[config.mk]
export PLATFORM = sky130hd
export DESIGN_NAME = sd_init_sequencer_flat
export DESIGN_NICKNAME = d
export VERILOG_FILES = /design/src/rtl/sd_init_sequencer_if.sv /design/src/rtl/sd_init_sequencer.sv /design/src/flat_wrapper.sv
export SDC_FILE = /design/constraint.sdc
export NUM_CORES = 1
export LEC_CHECK = 0
export CAP_MARGIN = 25
export CORE_MARGIN = 3
export CORE_UTILIZATION = 43
export DETAILED_ROUTE_END_ITERATION = 10
export PLACE_DENSITY = 0.66
export SYNTH_ARGS = -nofsm -noshare
export SYNTH_HDL_FRONTEND = slang
export SYNTH_SLANG_ARGS = --single-unit
[constraint.sdc]
create_clock -name clk -period 2.7 [get_ports clk]
set_input_delay 0.405 -clock clk [delete_from_list [all_inputs] [get_ports clk]]
set_output_delay 0.405 -clock clk [all_outputs]
set_load 0.03 [all_outputs]
[src/rtl/sd_init_sequencer_if.sv]
// sd_init_sequencer_if: system-side status and sd_controller command/response signals
// of the SD initialisation sequencer; master is the sequencer, slave its environment.
interface sd_init_sequencer_if #(parameter int AW = 4);
    logic          init_start;
    logic          busy;
    logic          init_done;
    logic          init_error;
    logic [2:0]    error_code;
    logic          card_v2;
    logic          card_hc;
    logic [5:0]    sd_cmd;
    logic [31:0]   sd_arg;
    logic [6:0]    sd_crc;
    logic [AW-1:0] sd_nresponse;
    logic          sd_start;
    logic          sd_done;
    logic          resp_wr;
    logic [AW-1:0] resp_addr;
    logic [7:0]    resp_data;

    modport master (
        input  init_start, sd_done, resp_wr, resp_addr, resp_data,
        output busy, init_done, init_error, error_code, card_v2, card_hc,
               sd_cmd, sd_arg, sd_crc, sd_nresponse, sd_start
    );
    modport slave (
        output init_start, sd_done, resp_wr, resp_addr, resp_data,
        input  busy, init_done, init_error, error_code, card_v2, card_hc,
               sd_cmd, sd_arg, sd_crc, sd_nresponse, sd_start
    );
endinterface

[src/rtl/sd_init_sequencer.sv]
// sd_init_sequencer: SPI-mode SD power-up sequencer (CMD0, CMD8, CMD55/ACMD41, CMD58)
// driving sd_controller and reporting card version/capacity or a coded error.
module sd_init_sequencer #(
    parameter int MEMORY_SIZE_IN_BYTES = 10,
    parameter int CMD0_RETRIES         = 8,
    parameter int ACMD41_RETRIES       = 1000
) (
    input logic               clk,
    input logic               rst,
    sd_init_sequencer_if.master bus
);
    localparam int AW = $clog2(MEMORY_SIZE_IN_BYTES);
    localparam logic [15:0] L_C0  = 16'(CMD0_RETRIES);
    localparam logic [15:0] L_A41 = 16'(ACMD41_RETRIES);
    localparam logic [2:0] S_IDLE  = 3'd0;
    localparam logic [2:0] S_ISSUE = 3'd1;
    localparam logic [2:0] S_WAIT  = 3'd2;
    localparam logic [2:0] S_EVAL  = 3'd3;
    localparam logic [2:0] S_READY = 3'd4;
    localparam logic [2:0] S_ERROR = 3'd5;
    localparam logic [2:0] C_CMD0   = 3'd0;
    localparam logic [2:0] C_CMD8   = 3'd1;
    localparam logic [2:0] C_CMD55  = 3'd2;
    localparam logic [2:0] C_ACMD41 = 3'd3;
    localparam logic [2:0] C_CMD58  = 3'd4;

    logic [2:0]    r_state, r_cur, r_err;
    logic [15:0]   r_cnt0, r_cnt41;
    logic          r_v2, r_hc;
    logic [7:0]    r_rb [5];
    logic [5:0]    r_cmd;
    logic [31:0]   r_arg;
    logic [6:0]    r_crc;
    logic [AW-1:0] r_nresp;

    logic [2:0]    w_nstate, w_ncur, w_nerr;
    logic [15:0]   w_ncnt0, w_ncnt41, w_inc41;
    logic          w_nv2, w_nhc, w_echo;
    logic [7:0]    w_r1;
    logic [5:0]    w_cmd;
    logic [31:0]   w_arg;
    logic [6:0]    w_crc;
    logic [AW-1:0] w_nresp;

    always_comb begin
        w_nstate = r_state;
        w_ncur   = r_cur;
        w_ncnt0  = r_cnt0;
        w_ncnt41 = r_cnt41;
        w_nv2    = r_v2;
        w_nhc    = r_hc;
        w_nerr   = r_err;
        w_r1     = r_rb[0];
        w_echo   = (r_rb[3] == 8'h01) && (r_rb[4] == 8'hAA);
        w_inc41  = (r_cnt41 == 16'hFFFF) ? r_cnt41 : r_cnt41 + 16'd1;
        case (r_state)
            S_ISSUE: w_nstate = S_WAIT;
            S_WAIT:  w_nstate = bus.sd_done ? S_EVAL : S_WAIT;
            S_EVAL: begin
                // r_err is always 0 here, so a nonzero w_nerr alone selects ERROR
                case (r_cur)
                    C_CMD0: begin
                        w_ncur  = (w_r1 == 8'h01) ? C_CMD8 : C_CMD0;
                        w_ncnt0 = r_cnt0 + 16'd1;
                        w_nerr  = (w_r1 != 8'h01 && r_cnt0 + 16'd1 >= L_C0) ? 3'd1 : 3'd0;
                    end
                    C_CMD8: begin
                        w_ncur = C_CMD55;
                        w_nv2  = (w_r1 == 8'h01) && w_echo;
                        w_nerr = (w_r1 == 8'h01) ? (w_echo ? 3'd0 : 3'd2) : (w_r1[2] ? 3'd0 : 3'd3);
                    end
                    C_CMD55: begin
                        w_ncur = C_ACMD41;
                        w_nerr = (w_r1 > 8'h01) ? 3'd7 : 3'd0;
                    end
                    C_ACMD41: begin
                        w_ncur   = (w_r1 == 8'h00) ? C_CMD58 : C_CMD55;
                        w_ncnt41 = (w_r1 == 8'h01) ? w_inc41 : r_cnt41;
                        w_nerr   = (w_r1 == 8'h01) ? ((w_inc41 < L_A41) ? 3'd0 : 3'd4) :
                                   ((w_r1 == 8'h00) ? 3'd0 : 3'd5);
                    end
                    default: begin
                        w_nhc  = (w_r1 == 8'h00) ? r_rb[1][6] : r_hc;
                        w_nerr = (w_r1 == 8'h00) ? 3'd0 : 3'd6;
                    end
                endcase
                w_nstate = (w_nerr != 3'd0) ? S_ERROR : ((r_cur == C_CMD58) ? S_READY : S_ISSUE);
            end
            default: if (bus.init_start) begin
                w_nstate = S_ISSUE;
                w_ncur   = C_CMD0;
                w_ncnt0  = 16'd0;
                w_ncnt41 = 16'd0;
                w_nv2    = 1'b0;
                w_nhc    = 1'b0;
                w_nerr   = 3'd0;
            end
        endcase
    end

    always_comb begin
        w_cmd   = 6'd0;
        w_arg   = 32'd0;
        w_crc   = 7'h4A;
        w_nresp = AW'(1);
        case (w_ncur)
            C_CMD8:   begin w_cmd = 6'd8;  w_arg = 32'h0000_01AA; w_crc = 7'h43; w_nresp = AW'(5); end
            C_CMD55:  begin w_cmd = 6'd55; w_crc = 7'h32; end
            C_ACMD41: begin w_cmd = 6'd41; w_arg = w_nv2 ? 32'h4000_0000 : 32'd0; w_crc = 7'h3B; end
            C_CMD58:  begin w_cmd = 6'd58; w_crc = 7'h7E; w_nresp = AW'(5); end
            default:  ;
        endcase
    end

    always_ff @(posedge clk or posedge rst) begin
        if (rst) begin
            r_state <= S_IDLE;
            r_cur   <= C_CMD0;
            r_err   <= 3'd0;
            r_cnt0  <= 16'd0;
            r_cnt41 <= 16'd0;
            r_v2    <= 1'b0;
            r_hc    <= 1'b0;
            r_rb    <= '{default: 8'h00};
            r_cmd   <= 6'd0;
            r_arg   <= 32'd0;
            r_crc   <= 7'd0;
            r_nresp <= '0;
        end else begin
            r_state <= w_nstate;
            r_cur   <= w_ncur;
            r_err   <= w_nerr;
            r_cnt0  <= w_ncnt0;
            r_cnt41 <= w_ncnt41;
            r_v2    <= w_nv2;
            r_hc    <= w_nhc;
            if (bus.resp_wr && bus.resp_addr < AW'(5))
                r_rb[bus.resp_addr[2:0]] <= bus.resp_data;
            // command fields load on entry to ISSUE and hold through WAIT/EVAL
            if (w_nstate == S_ISSUE) begin
                r_cmd   <= w_cmd;
                r_arg   <= w_arg;
                r_crc   <= w_crc;
                r_nresp <= w_nresp;
            end else if (w_nstate != S_WAIT && w_nstate != S_EVAL) begin
                r_cmd   <= 6'd0;
                r_arg   <= 32'd0;
                r_crc   <= 7'd0;
                r_nresp <= '0;
            end
        end
    end

    assign bus.busy         = (r_state == S_ISSUE) || (r_state == S_WAIT) || (r_state == S_EVAL);
    assign bus.init_done    = (r_state == S_READY);
    assign bus.init_error   = (r_state == S_ERROR);
    assign bus.error_code   = r_err;
    assign bus.card_v2      = r_v2;
    assign bus.card_hc      = r_hc;
    assign bus.sd_start     = (r_state == S_ISSUE);
    assign bus.sd_cmd       = r_cmd;
    assign bus.sd_arg       = r_arg;
    assign bus.sd_crc       = r_crc;
    assign bus.sd_nresponse = r_nresp;
endmodule
[src/flat_wrapper.sv]
// flat-port wrapper written by rule: the top's interface ports become plain ports
module sd_init_sequencer_flat 
#(
    parameter int MEMORY_SIZE_IN_BYTES = 10,
    parameter int CMD0_RETRIES         = 8,
    parameter int ACMD41_RETRIES       = 1000
)
  (clk, rst, bus_init_start, bus_sd_done, bus_resp_wr, bus_resp_addr, bus_resp_data, bus_busy, bus_init_done, bus_init_error, bus_error_code, bus_card_v2, bus_card_hc, bus_sd_cmd, bus_sd_arg, bus_sd_crc, bus_sd_nresponse, bus_sd_start);
  sd_init_sequencer_if bus_i ();
  input logic clk;
  input logic rst;
  input wire logic [$bits(bus_i.init_start)-1:0] bus_init_start;
  input wire logic [$bits(bus_i.sd_done)-1:0] bus_sd_done;
  input wire logic [$bits(bus_i.resp_wr)-1:0] bus_resp_wr;
  input wire logic [$bits(bus_i.resp_addr)-1:0] bus_resp_addr;
  input wire logic [$bits(bus_i.resp_data)-1:0] bus_resp_data;
  output wire logic [$bits(bus_i.busy)-1:0] bus_busy;
  output wire logic [$bits(bus_i.init_done)-1:0] bus_init_done;
  output wire logic [$bits(bus_i.init_error)-1:0] bus_init_error;
  output wire logic [$bits(bus_i.error_code)-1:0] bus_error_code;
  output wire logic [$bits(bus_i.card_v2)-1:0] bus_card_v2;
  output wire logic [$bits(bus_i.card_hc)-1:0] bus_card_hc;
  output wire logic [$bits(bus_i.sd_cmd)-1:0] bus_sd_cmd;
  output wire logic [$bits(bus_i.sd_arg)-1:0] bus_sd_arg;
  output wire logic [$bits(bus_i.sd_crc)-1:0] bus_sd_crc;
  output wire logic [$bits(bus_i.sd_nresponse)-1:0] bus_sd_nresponse;
  output wire logic [$bits(bus_i.sd_start)-1:0] bus_sd_start;
  assign bus_i.init_start = bus_init_start;
  assign bus_i.sd_done = bus_sd_done;
  assign bus_i.resp_wr = bus_resp_wr;
  assign bus_i.resp_addr = bus_resp_addr;
  assign bus_i.resp_data = bus_resp_data;
  assign bus_busy = bus_i.busy;
  assign bus_init_done = bus_i.init_done;
  assign bus_init_error = bus_i.init_error;
  assign bus_error_code = bus_i.error_code;
  assign bus_card_v2 = bus_i.card_v2;
  assign bus_card_hc = bus_i.card_hc;
  assign bus_sd_cmd = bus_i.sd_cmd;
  assign bus_sd_arg = bus_i.sd_arg;
  assign bus_sd_crc = bus_i.sd_crc;
  assign bus_sd_nresponse = bus_i.sd_nresponse;
  assign bus_sd_start = bus_i.sd_start;
  sd_init_sequencer #(.MEMORY_SIZE_IN_BYTES(MEMORY_SIZE_IN_BYTES), .CMD0_RETRIES(CMD0_RETRIES), .ACMD41_RETRIES(ACMD41_RETRIES)) u_core (.clk(clk), .rst(rst), .bus(bus_i));
endmodule
==> summary.txt, run 1 <==
Run status
  • Outcome: finished, final reports clean

Yosys
  • Synth Area per Inst: 9.25 sq um
  • Share of synthesized area occupied by flip-flops and latches: 42.5%
  • Post-Syn Area: 4770 sq um
  • Cells taking the most area after synthesis: dfrtp_1, mux2_2, buf_4
  • Mapped Cells: 516
  • Total of warnings raised by yosys: 0
  • Area share of the largest cell type after synthesis: 42.5%
  • Synthesis-stage register bit count: 81
  • Commonest cells post-synth: dfrtp_1, o21ai_0, nand2_1
  • Top-count cell post-synth: dfrtp_1
  • Top cell type by total area after synthesis: dfrtp_1
  • Unique cell type count in the Yosys netlist: 65
  • Number of flops mapped to enable cells by yosys: 0
  • Fraction of synthesis flops using an asynchronous set or reset pin: 100%
  • Synth Flop Type: dfrtp_1

Drt
  • Detailed-route wire length: 11700 um
  • Detail Route Antenna Nets: 0
  • Drt pass-1 iters: 5
  • Total via count after detailed routing: 4072
  • DR vias/cell: 5.78
  • # DRC: 0
  • Detailed router's first-iteration violation count: 237
  • Detail-routed net length per standard cell: 16.6 um

Critical path
  • Critical Path Source Type: flip-flop
  • Worst reg-to-reg path cell count: 9
  • Crit path capture: u_core.bus.sd_cmd[2]
  • Path type of the worst setup path: reg -> reg
  • Cell-by-cell listing of the critical path: ha_1, nand4_1, nor2_1, nand2_1, nor4_1, o2111ai_1, o21ai_2, and2_4, a32o_1
  • Signal arrival time at the worst endpoint: 2.77 ns
  • Kind of capture point of the worst setup path: flip-flop
  • End of the worst register-to-register path: u_core.bus.sd_cmd[2]
  • Setup slack of the worst register-to-register path: 0.22 ns
  • Crit path buffers/inverters: 0
  • Critical path depth in cells: 9
  • Top Family by Delay on Critical Path: simple AND/OR/NAND/NOR gates
  • Critical path startpoint: u_core.r_cnt41[0]
  • Largest driver fanout on the critical path: 8
  • Maximum single-stage delay on the critical path: 0.41 ns
  • Reg2reg start: u_core.r_cnt41[0]
  • CP max stage cell: dfrtp_1
  • Req. time, crit path: 2.99 ns

Floorplan
  • Initial core utilization: 45.2%
  • Core Box Area: 10600 sq um
  • Die height: 111 um
  • Die width: 111 um
  • Total I/O pin count: 75
  • Area of the die: 12400 sq um
  • Rows: 37

Timing
  • Number of slew-limit violations in the final report: 0
  • Final hold violations: 0
  • Worst-case headroom to the max-slew limit: 56.5%
  • Maximum clock frequency: 403 MHz
  • Number of failing setup endpoints in the final timing report: 0
  • Time the final worst path needs with I/O delays and setup: 2.48 ns
  • Portion of the clock cycle consumed by the worst path in the final layout: 91.9%
  • Transition time of the tightest slew-check pin: 0.649 ns
  • Worst hold slack: 0.352 ns
  • Worst setup skew after layout: 0.0135 ns

Placement
  • Area of placed instances: 5330 sq um
  • Weighted congestion at the end of routability-driven global placement: 0.925
  • Post-DP HPWL: 8500 um
  • Count of buffers from port buffering: 46

Clock tree
  • Clk sinks: 81
  • CTS tree: built
  • Worst-skew pair later-pin latency: 0.35 ns
  • Cts bufs inserted: 9
  • Setup repair bufs after CTS: 0
  • H-Tree Level Count: 3
  • CTS Buffer Depth: 2
  • Clock transition at path regs: 0.09 ns
  • Post-CTS Resized: 0
  • Buffer type at the clock tree root: clkbuf_8
  • Hold-fix buffers, CTS: 0

Cells and area
  • Area growth from synthesis to final layout: 17.5%
  • Layout cells sized above 1: 16.9%
  • Fillers: 974
  • Post-route standard cell area excluding fillers: 5610 sq um
  • Nets@finish: 583
  • Final core utilization: 53.2%
  • Inserted Diodes: 0

Global routing
  • Pin count of the biggest net entering global routing: 35
  • Number of antenna violations at the first check in global routing: 0
  • Aggregate global routing overflow: 0
  • Number of global-route vias before repair: 4005
  • Wire length of the first global-routing pass: 19300 um
  • Global-route usage over all layers: 18.8%

Run
  • Count of maximum capacitance violations: 0

Pwr
  • IR Drop Worst-Case VDD: 0.000622 V
  • P_leak: 2.37 nW
  • Pwr/cell area: 812 nW/um^2

Worst hold path
  • Worst Hold Class: in -> async
-- state kept, by name, indices dropped and copies added (netlist names) --
name and count:
u_core.bus.sd_arg 2, u_core.bus.card_v2 1, u_core.r_cnt0 16, u_core.r_state 3, u_core.bus.sd_crc 6, u_core.w_r1 8, u_core.r_rb 17, u_core.bus.error_code 3
u_core.bus.sd_nresponse 1, u_core.r_cnt41 16, u_core.r_cur 3, u_core.bus.sd_cmd 4, u_core.bus.card_hc 1
-- placed cells by master, fill, tap and decap left out, drive strengths merged, types with 6 or more instances in the layout --
cell type,instances
a31oi,8
clkbuf,10
inv,11
nand2,46
conb,28
a21oi,27
and3,11
o31ai,12
o21ai,50
nor4,12
a21o,7
buf,29
clkdlybuf4s50,46
mux2,26
nor2,36
dfrtp,81
a32o,6
nand3,20
nand4,16
nor3,14
-- layout make-up --
| cell class | instances | area, sq um | share of cell area (%) |
|---|---|---|---|
| Inverter | 10 | 38.8 | 0.691 |
| Tap cell | 136 | 170 | 3.03 |
| Clock buffer | 10 | 138 | 2.45 |
| Multi-Input combinational cell | 387 | 2450 | 43.7 |
| Clock inverter | 6 | 97.6 | 1.74 |
| Timing Repair Buffer | 75 | 691 | 12.3 |
| Sequential cell | 81 | 2030 | 36.1 |
-- power breakdown --
part | switching [W] | total [W] | internal (W)
combinational | 0.00120 | 0.00191 | 0.000709
clock | 0.000491 | 0.00105 | 0.000560
sequential | 0.000186 | 0.00160 | 0.00141
-- layer usage --
layer / track usage [%] / vias to the layer above / part of all wire [%]
li1: - / 1943 / -
met1: 24.7 / 1978 / 44
met2: 31.6 / 136 / 49
met3: 3.64 / 15 / 5.8
met4: 5.76 / 0 / 1.5
met5: 0 / - / 0
-- cells by family after synthesis --
group                      synth area share [%]
and+or+nand+nor                            21.0
AOI/OAI and AO/OA                          18.4
DFF                                        42.5
buffers and inverters                      9.36
muxes                                      6.76
xor gates and xnor gates                   1.47
adders and majority gates                 0.524
other                                    0.0785
-- per-stage QoR --
stage                     power [W]  worst slack [ns]  instances  setup TNS [ns]
after global routing        0.00485            -0.109        705          -0.564
after detailed placement    0.00351             0.135        689               0
after floorplan             0.00299             0.215        543               0
final                       0.00456             0.219        705               0
after global placement      0.00346             0.170        689               0
after CTS                   0.00456             0.119        705               0
-- worst min path at each step --
stage | end | slack, ns
global route | u_core.r_cnt0[10] | 0.38
detailed placement | u_core.bus.sd_crc[6] | 0.47
floorplan | u_core.r_rb[1] | 0.47
finish | u_core.r_cnt0[10] | 0.35
CTS | u_core.bus.error_code[1] | 0.36
global placement | u_core.bus.sd_crc[2] | 0.47
Power figures use the tool's default switching activity.
==> run 2: changes to the inputs <==
CTS_BUF_LIST = sky130_fd_sc_hd__clkbuf_8   (was unset)
SLEW_MARGIN = 20   (was unset)
==> results of run 2 <==
The final DEF is identical to that of run 1; final timing and power are the same.
